[config.mk]
export PLATFORM = sky130hd
export DESIGN_NAME = check_stream_arbiter
export DESIGN_NICKNAME = d
export VERILOG_FILES = /design/src/rtl/check_stream_arbiter.sv
export SDC_FILE = /design/constraint.sdc
export NUM_CORES = 1
export LEC_CHECK = 0
export ABC_AREA = 1
export CAP_MARGIN = 15
export CORE_UTILIZATION = 50
export CTS_CLUSTER_SIZE = 28
export DETAILED_ROUTE_END_ITERATION = 16
export PLACE_DENSITY_LB_ADDON = 0.05
export SLEW_MARGIN = 30
export SYNTH_ARGS = -nofsm -noshare
export SYNTH_HDL_FRONTEND = slang
export SYNTH_SLANG_ARGS = --single-unit
[constraint.sdc]
create_clock -name clk -period 2.6 [get_ports clk]
set_clock_uncertainty 0.05 [all_clocks]
set_input_delay 0.26 -clock clk [delete_from_list [all_inputs] [get_ports clk]]
set_output_delay 0.26 -clock clk [all_outputs]
set_load 0.05 [all_outputs]
[src/rtl/check_stream_arbiter.sv]
// check_stream_arbiter: locks a shared checker input to one of two
// character streams per record. Optional length limit: CHK_ARB_TIMEOUT_EN.
module check_stream_arbiter #(
  parameter int MAX_LEN = 64
) (
  input  logic        clk,
  input  logic        reset,
  input  logic        req0_valid,
  input  logic [7:0]  req0_char,
  output logic        req0_ready,
  input  logic        req1_valid,
  input  logic [7:0]  req1_char,
  output logic        req1_ready,
  output logic [7:0]  out_char,
  output logic        out_valid,
  output logic [1:0]  grant,
  output logic [15:0] rec_count,
  output logic        abort
);

  localparam logic [7:0] CARET = 8'h5E;
  localparam logic [7:0] STAR  = 8'h2A;
  localparam logic [7:0] HASH  = 8'h23;

  typedef enum logic [1:0] {
    IDLE,
    LOCK0,
    LOCK1
  } state_t;

  state_t     state;
  state_t     state_nx;
  logic       favor;
  logic       favor_nx;
  logic       st0;
  logic       st1;
  logic       tie;
  logic       lk_valid;
  logic [7:0] lk_char;
  logic       fwd;
  logic [7:0] fwd_char;
  logic       done;
  logic       at_max;

  assign st0 = req0_valid &&
               (req0_char == CARET || req0_char == STAR);
  assign st1 = req1_valid &&
               (req1_char == CARET || req1_char == STAR);
  assign tie = st0 && st1;

  assign lk_valid = (state == LOCK0) ? req0_valid : req1_valid;
  assign lk_char  = (state == LOCK0) ? req0_char  : req1_char;

  assign grant = {state == LOCK1, state == LOCK0};

`ifdef CHK_ARB_TIMEOUT_EN
  localparam int LW = $clog2(MAX_LEN + 1);

  logic [LW-1:0] len;
  logic          kill;
  logic          abort_q;

  assign at_max = (len == LW'(MAX_LEN - 1));
  assign kill   = (state != IDLE) && lk_valid &&
                  (lk_char != HASH) && at_max;
  assign abort  = abort_q;

  // Characters accepted in the current lock, start char counted.
  always_ff @(posedge clk or negedge reset) begin
    if (!reset) begin
      len     <= '0;
      abort_q <= 1'b0;
    end else begin
      abort_q <= kill;
      if (fwd && state == IDLE)
        len <= LW'(1);
      else if (done || kill)
        len <= '0;
      else if (fwd)
        len <= len + LW'(1);
    end
  end
`else
  assign at_max = 1'b0;
  assign abort  = 1'b0;
`endif

  // State register and tie-break pointer.
  always_ff @(posedge clk or negedge reset) begin
    if (!reset) begin
      state <= IDLE;
      favor <= 1'b0;
    end else begin
      state <= state_nx;
      favor <= favor_nx;
    end
  end

  // Arbitration, handshake and next-state decode.
  always_comb begin
    state_nx   = state;
    favor_nx   = favor;
    req0_ready = 1'b0;
    req1_ready = 1'b0;
    fwd        = 1'b0;
    fwd_char   = 8'h00;
    done       = 1'b0;
    unique case (state)
      IDLE: begin
        req0_ready = !(tie && favor);
        req1_ready = !(tie && !favor);
        if (st0 && !(tie && favor)) begin
          fwd      = 1'b1;
          fwd_char = req0_char;
          state_nx = LOCK0;
          favor_nx = 1'b1;
        end else if (st1) begin
          fwd      = 1'b1;
          fwd_char = req1_char;
          state_nx = LOCK1;
          favor_nx = 1'b0;
        end
      end
      LOCK0, LOCK1: begin
        req0_ready = (state == LOCK0);
        req1_ready = (state == LOCK1);
        if (lk_valid) begin
          fwd      = 1'b1;
          fwd_char = lk_char;
          if (lk_char == HASH) begin
            done     = 1'b1;
            state_nx = IDLE;
          end else if (at_max) begin
            state_nx = IDLE;
          end
        end
      end
      default: state_nx = IDLE;
    endcase
  end

  // Registered forward path and saturating record counter.
  always_ff @(posedge clk or negedge reset) begin
    if (!reset) begin
      out_valid <= 1'b0;
      out_char  <= 8'h00;
      rec_count <= 16'h0000;
    end else begin
      out_valid <= fwd;
      out_char  <= fwd_char;
      if (done && rec_count != 16'hFFFF)
        rec_count <= rec_count + 16'd1;
    end
  end

endmodule

==> Word-level counts from Yosys, hierarchy flattened <==
Index checks and enable logic that the tools add are counted.
{ "classes": {"order_cmp": 0, "n_bitwise": 0, "shifts": 0, "reduce_logical": 17, "add_sub_neg": 1, "n_div": 0, "n_eq_ne": 11, "mul": 0, "n_mux": 22} }
{ "ops": {"columns": ["operator", "count"], "rows": [
  ["8-bit 2-to-1 mux", 4],
  ["8-bit by 6-bit equality test with 1-bit output (second input constant)", 3],
  ["16-bit by 1-bit adder with 16-bit output (second input constant)", 1],
  ["8-bit by 7-bit equality test with 1-bit output (second input constant)", 2],
  ["16-bit inequality test (second input constant)", 1],
  ["8-bit one-hot mux with 2 select lines", 1],
  ["1-bit 2-to-1 mux", 9],
  ["2-bit 2-to-1 mux", 4],
  ["1-bit logical AND", 7],
  ["1-bit one-hot mux with 2 select lines", 3],
  ["2-bit inequality test (second input constant)", 2],
  ["2-bit one-hot mux with 2 select lines", 1],
  ["1-bit zero test", 3],
  ["3-bit inequality test (second input constant)", 1],
  ["3-bit AND reduction", 1],
  ["2-bit by 1-bit equality test with 1-bit output (second input constant)", 1],
  ["2-bit equality test (second input constant)", 1],
  ["2-bit zero test", 1],
  ["1-bit logical OR", 2],
  ["2-bit AND reduction", 1],
  ["2-bit nonzero test", 1],
  ["2-bit OR reduction", 1]
]} }
{ "word_totals": {"mem_count": 0, "reg_bits": 28, "mem_bits_rw": 0, "latchBits": 0, "mem_bits_ro": 0, "input_bits": 20, "output_inout_bits": 30} }

==> Logic depth before layout (Yosys ltp) <==
{ "logic_depth": {"word_depth": 9, "mapped_depth": 14} }

==> Worst setup path before layout <==
Ideal clock, no wire load.
{ "synth_path": {"path_kind": "register to register", "start": "reg state[1]", "end": "reg rec_count[13]", "n_path_buf": 2, "synth_period_minus_slack_ps": 2294, "t_required_ps": 2428, "t_arrival_ps": 2122, "path_stages_with_launch": 14, "setup_time_ps": 122, "slack_ps": 306, "path_cell_list": "dfrtp_1 > inv_1 > ha_1 > buf_4 > nand2_1 > o21ai_2 > nand2_1 > nor2_2 > nand2_2 > nor2_4 > nand3_4 > buf_6 > nand2_2 > o21ai_2"} }
{ "synth_between": {"elab_chain_cells": 7, "elab_cells_between_ends": 10, "classes_between": "eq/ne: 3; mux: 5; reduce/logical: 2"} }
{ "synth_lines": {"columns": ["element", "line_no", "rtl"], "rows": [
  ["start, declared", "31", "state_t state;"],
  ["start signal, assigned", "94", "state <= state_nx;"],
  ["2-bit by 1-bit equality test with 1-bit output *", null, null],
  ["net grant[0]", "16", "output logic [1:0] grant,"],
  ["8-bit 2-to-1 mux", "52", "assign lk_char = (state == LOCK0) ? req0_char : req1_char;"],
  ["8-bit by 6-bit equality test with 1-bit output", "130", "if (lk_char == HASH) begin"],
  ["1-bit 2-to-1 mux", "130", null],
  ["1-bit 2-to-1 mux", "127", "if (lk_valid) begin"],
  ["1-bit 2-to-1 mux *", "108", "unique case (state)"],
  ["1-bit logical AND *", "151", "if (done && rec_count != 16'hFFFF)"],
  ["end signal, assigned", "152", "rec_count <= rec_count + 16'd1;"],
  ["end, declared", "17", "output logic [15:0] rec_count,"]
]} }
The timed path passes the listed nets; every way through them passes the cells marked *.
A chain may end at the register's enable or synchronous reset.

==> Worst setup path after layout <==
{ "layout_path": {"start": "reg state[1]", "end": "reg rec_count[3]"} }
{ "layout_between": {"elab_chain_cells": 7, "elab_cells_between_ends": 10, "classes_between": "eq/ne: 3; mux: 5; reduce/logical: 2"} }
{ "layout_lines": {"columns": ["element", "line_no"], "rows": [
  ["2-bit by 1-bit equality test with 1-bit output", "51, 52, 108"],
  ["8-bit 2-to-1 mux", "52"],
  ["8-bit by 6-bit equality test with 1-bit output", "130"],
  ["1-bit 2-to-1 mux", "130"],
  ["1-bit 2-to-1 mux", "127"],
  ["1-bit 2-to-1 mux *", "108"],
  ["1-bit logical AND *", "151"]
]} }
Every way passes the cells marked *; elsewhere a longest branch is shown, timed or not.

==> summary.txt <==
Logic synthesis
  • Synth top area share: 0.346
  • Post-synthesis net count: 309
  • EDFF count, synth: 0
  • Most numerous cell in the Yosys netlist: nand2_1
  • Number of distinct library cells after synthesis: 30
  • Instance count of the mapped netlist: 284
  • Syn avg cell area: 7.13 sq um
  • Synthesized cell area: 2020 sq um
  • Main synth FF type: dfrtp_1
  • Area leader, netlist: dfrtp_1
  • Synth cell count leaders: nand2_1, inv_1, dfrtp_1
  • Asr flop ratio synth: 1.00
  • Yosys warning count: 0
  • Sequential area share after synthesis: 0.346
  • Synth top area cells: dfrtp_1, nand2_1, inv_1, o21ai_2, nand3_1
  • #FFs+latches synth: 28

Clock tree
  • TritonCTS buffer count: 3
  • Root Buffer: clkbuf_8
  • Clk_lat worst skew: 0.27 ns
  • CTS tree: built
  • Max clock buf depth: 2
  • Clock-pin slew on the worst setup and hold paths: 0.09 ns
  • Postcts setup bufs: 0
  • Sink Count: 28
  • H-tree Lvls: 1
  • Hold bufs inserted after CTS: 0

Global routing
  • Vias in the first global route: 1636
  • Initial antenna violation count: 0
  • First-pass GRT wire length: 7380 um
  • Grt total ovfl: 0
  • Pin count of the biggest net entering global routing: 29
  • Overall Global Routing Usage: 0.222

Timing
  • Fin crit period: 2.25 ns
  • Worst-Margin Slew: 0.502 ns
  • TNS Setup: 0 ns
  • Max Slew Vio Count: 0
  • Final Cycle Share: 0.867
  • Final hold violations: 0
  • Setup ws final: 0.346 ns
  • RSZ-0062 raised after global routing: no
  • Slew headroom: 0.665
  • Final Setup Violations: 0
  • Fmax: 0.444 GHz

Final layout
  • Footprint of the multi-input gates: 1110 sq um
  • # diodes: 0
  • Share of cells above drive strength 1: 0.136
  • Register area: 701 sq um
  • Final core utilization: 0.694
  • Final #Nets: 358
  • Non-filler instance count after layout: 380
  • Filler cells: 323
  • Layout area overhead: 29.2%

Routing
  • Met3 WL: 182 um
  • Drt via density: 4.89
  • Drt total wl: 4440 um
  • Metal2 WL: 2000 um
  • Max layer used: met4
  • Initial DRC Count: 89
  • Total vias in the final route: 1860
  • Metal-1 WL: 2230 um
  • Final antenna-violating net count: 0
  • TritonRoute pass-1 iters: 5
  • Wire length per cell: 11.7 um
  • DRC: 0

Setup path
  • Critical Path Start Type: flip-flop
  • Crit Path Class: reg -> reg
  • Critical path arrival: 2.37 ns
  • R2R cell count: 9
  • Setup crit end kind: flip-flop
  • Worst R2R End: rec_count[3]
  • Cells along the critical path: inv_1, ha_2, o21ai_0, nor3_2, nand2_2, nor2_4, nand3_4, nand2_1, o21ai_2
  • Register-to-register setup slack: 0.35 ns
  • Slowest Stage Delay on Critical Path: 0.43 ns
  • Crit-path slowest cell: dfrtp_1
  • R2R Path Start: state[1]
  • Crit-path max FO: 18
  • Req. time, crit path: 2.71 ns

Power
  • Worst vdd ir: 0.818 mV
  • LEAKAGE: 1.16 nW
  • Cell Pwr Density: 520 nW/um^2

Placed design
  • Post-DP HPWL: 3360 um
  • Placer Congestion: 0.903
  • Input/output buffers: 48
  • Post-place setup slack: -0.0502 ns
  • Placed instance count: 375

Floorplan
  • Initial Util: 0.537
  • Full die area: 4310 sq um
  • Rows: 22
  • Num ports: 50
  • Core region area: 3770 sq um
  • Die Wd: 65.6 um
  • Die span in y: 65.6 um

Hold path
  • Min-Delay Path Class: in -> async

Flow run
  • Max-cap violation count: 0

Status
  • Status: finished clean
==> sequential cells by signal (all words and copies together) (netlist names) <==
name	flops
out_valid	1
state	2
favor	1
out_char	8
rec_count	16
==> through the flow <==
step	instance area (sq um)	power, mW	hold slack, ns
floorplan	2020	0.874	-0.0856
global placement	2540	1.09	0.443
detailed placement	2540	1.10	0.462
CTS	2600	1.36	0.325
global route	2620	1.44	0.344
finish	2620	1.36	0.312
==> timing repair <==
item                       4_1_cts  5_1_grt
gates resized for setup          1        1
hold endpoints to repair         0        0
pin swaps                        0        0
cloned                           0        1
setup endpoints to repair       15        4
==> cell type report <==
class,instances,area share
multi-input cells,204,0.426
clock buffers,4,0.0210
flip-flops and latches,28,0.268
well taps,48,0.0230
repair buffers,50,0.196
inverters,46,0.0660
==> routing by layer <==
metal | vias up | global-route usage
met3 | 2 | 0.0365
met1 | 835 | 0.327
li1 | 983 | -
met4 | 0 | 0.0408
met2 | 40 | 0.341
met5 | - | 0
==> cells by family after synthesis <==
logic type,synth area share
AOI/OAI and AO/OA,0.121
xor gates and xnor gates,0.0562
adders and majority gates,0.0309
buffers and inverters,0.113
DFF,0.346
other,0.00185
and+or+nand+nor,0.331
==> worst max-delay path by stage <==
stage                   from  slack (ns)             to
floorplan           state[1]        0.31  rec_count[13]
detailed placement  state[1]       -0.05   rec_count[3]
global placement    state[1]        0.09   rec_count[3]
CTS                 state[1]        0.18   rec_count[3]
global route        state[1]        0.11   rec_count[3]
finish              state[1]        0.35   rec_count[3]
==> report_power, final <==
part	switching, mW	internal [mW]
clock	0.129	0.135
sequential	0.0231	0.474
combinational	0.384	0.216
==> critical path: cells and delay by family (launching register included) <==
family                     cells  cell delay [ns]
DFF                            1             0.43
adders and majority gates      1             0.41
and+or+nand+nor                5             0.84
AOI/OAI and AO/OA              2             0.29
buffers and inverters          1             0.11
==> placed cells by master, fill, tap and decap left out <==
| cell | instances |
|---|---|
| xnor2_1 | 5 |
| nand2_1 | 71 |
| nand3_4 | 2 |
| and3_1 | 1 |
| ha_2 | 1 |
| nor3_1 | 6 |
| inv_2 | 2 |
| clkdlybuf4s50_1 | 45 |
| nand3_1 | 26 |
| buf_4 | 3 |
| clkbuf_8 | 4 |
| nor2_4 | 1 |
| nand2_2 | 8 |
| o211ai_1 | 1 |
| xor2_1 | 8 |
| o21ai_2 | 17 |
| a21oi_1 | 5 |
| or2_2 | 2 |
| ha_1 | 4 |
| nor3_2 | 2 |
| o21ai_1 | 5 |
| inv_1 | 43 |
| o21a_1 | 1 |
| nor2_1 | 27 |
| nor2_2 | 1 |
| o21ai_0 | 6 |
| nand4_1 | 3 |
| buf_12 | 2 |
| dfrtp_1 | 28 |
| clkinv_1 | 1 |
| conb_1 | 1 |
No activity file was read; power rests on OpenSTA's default activity.
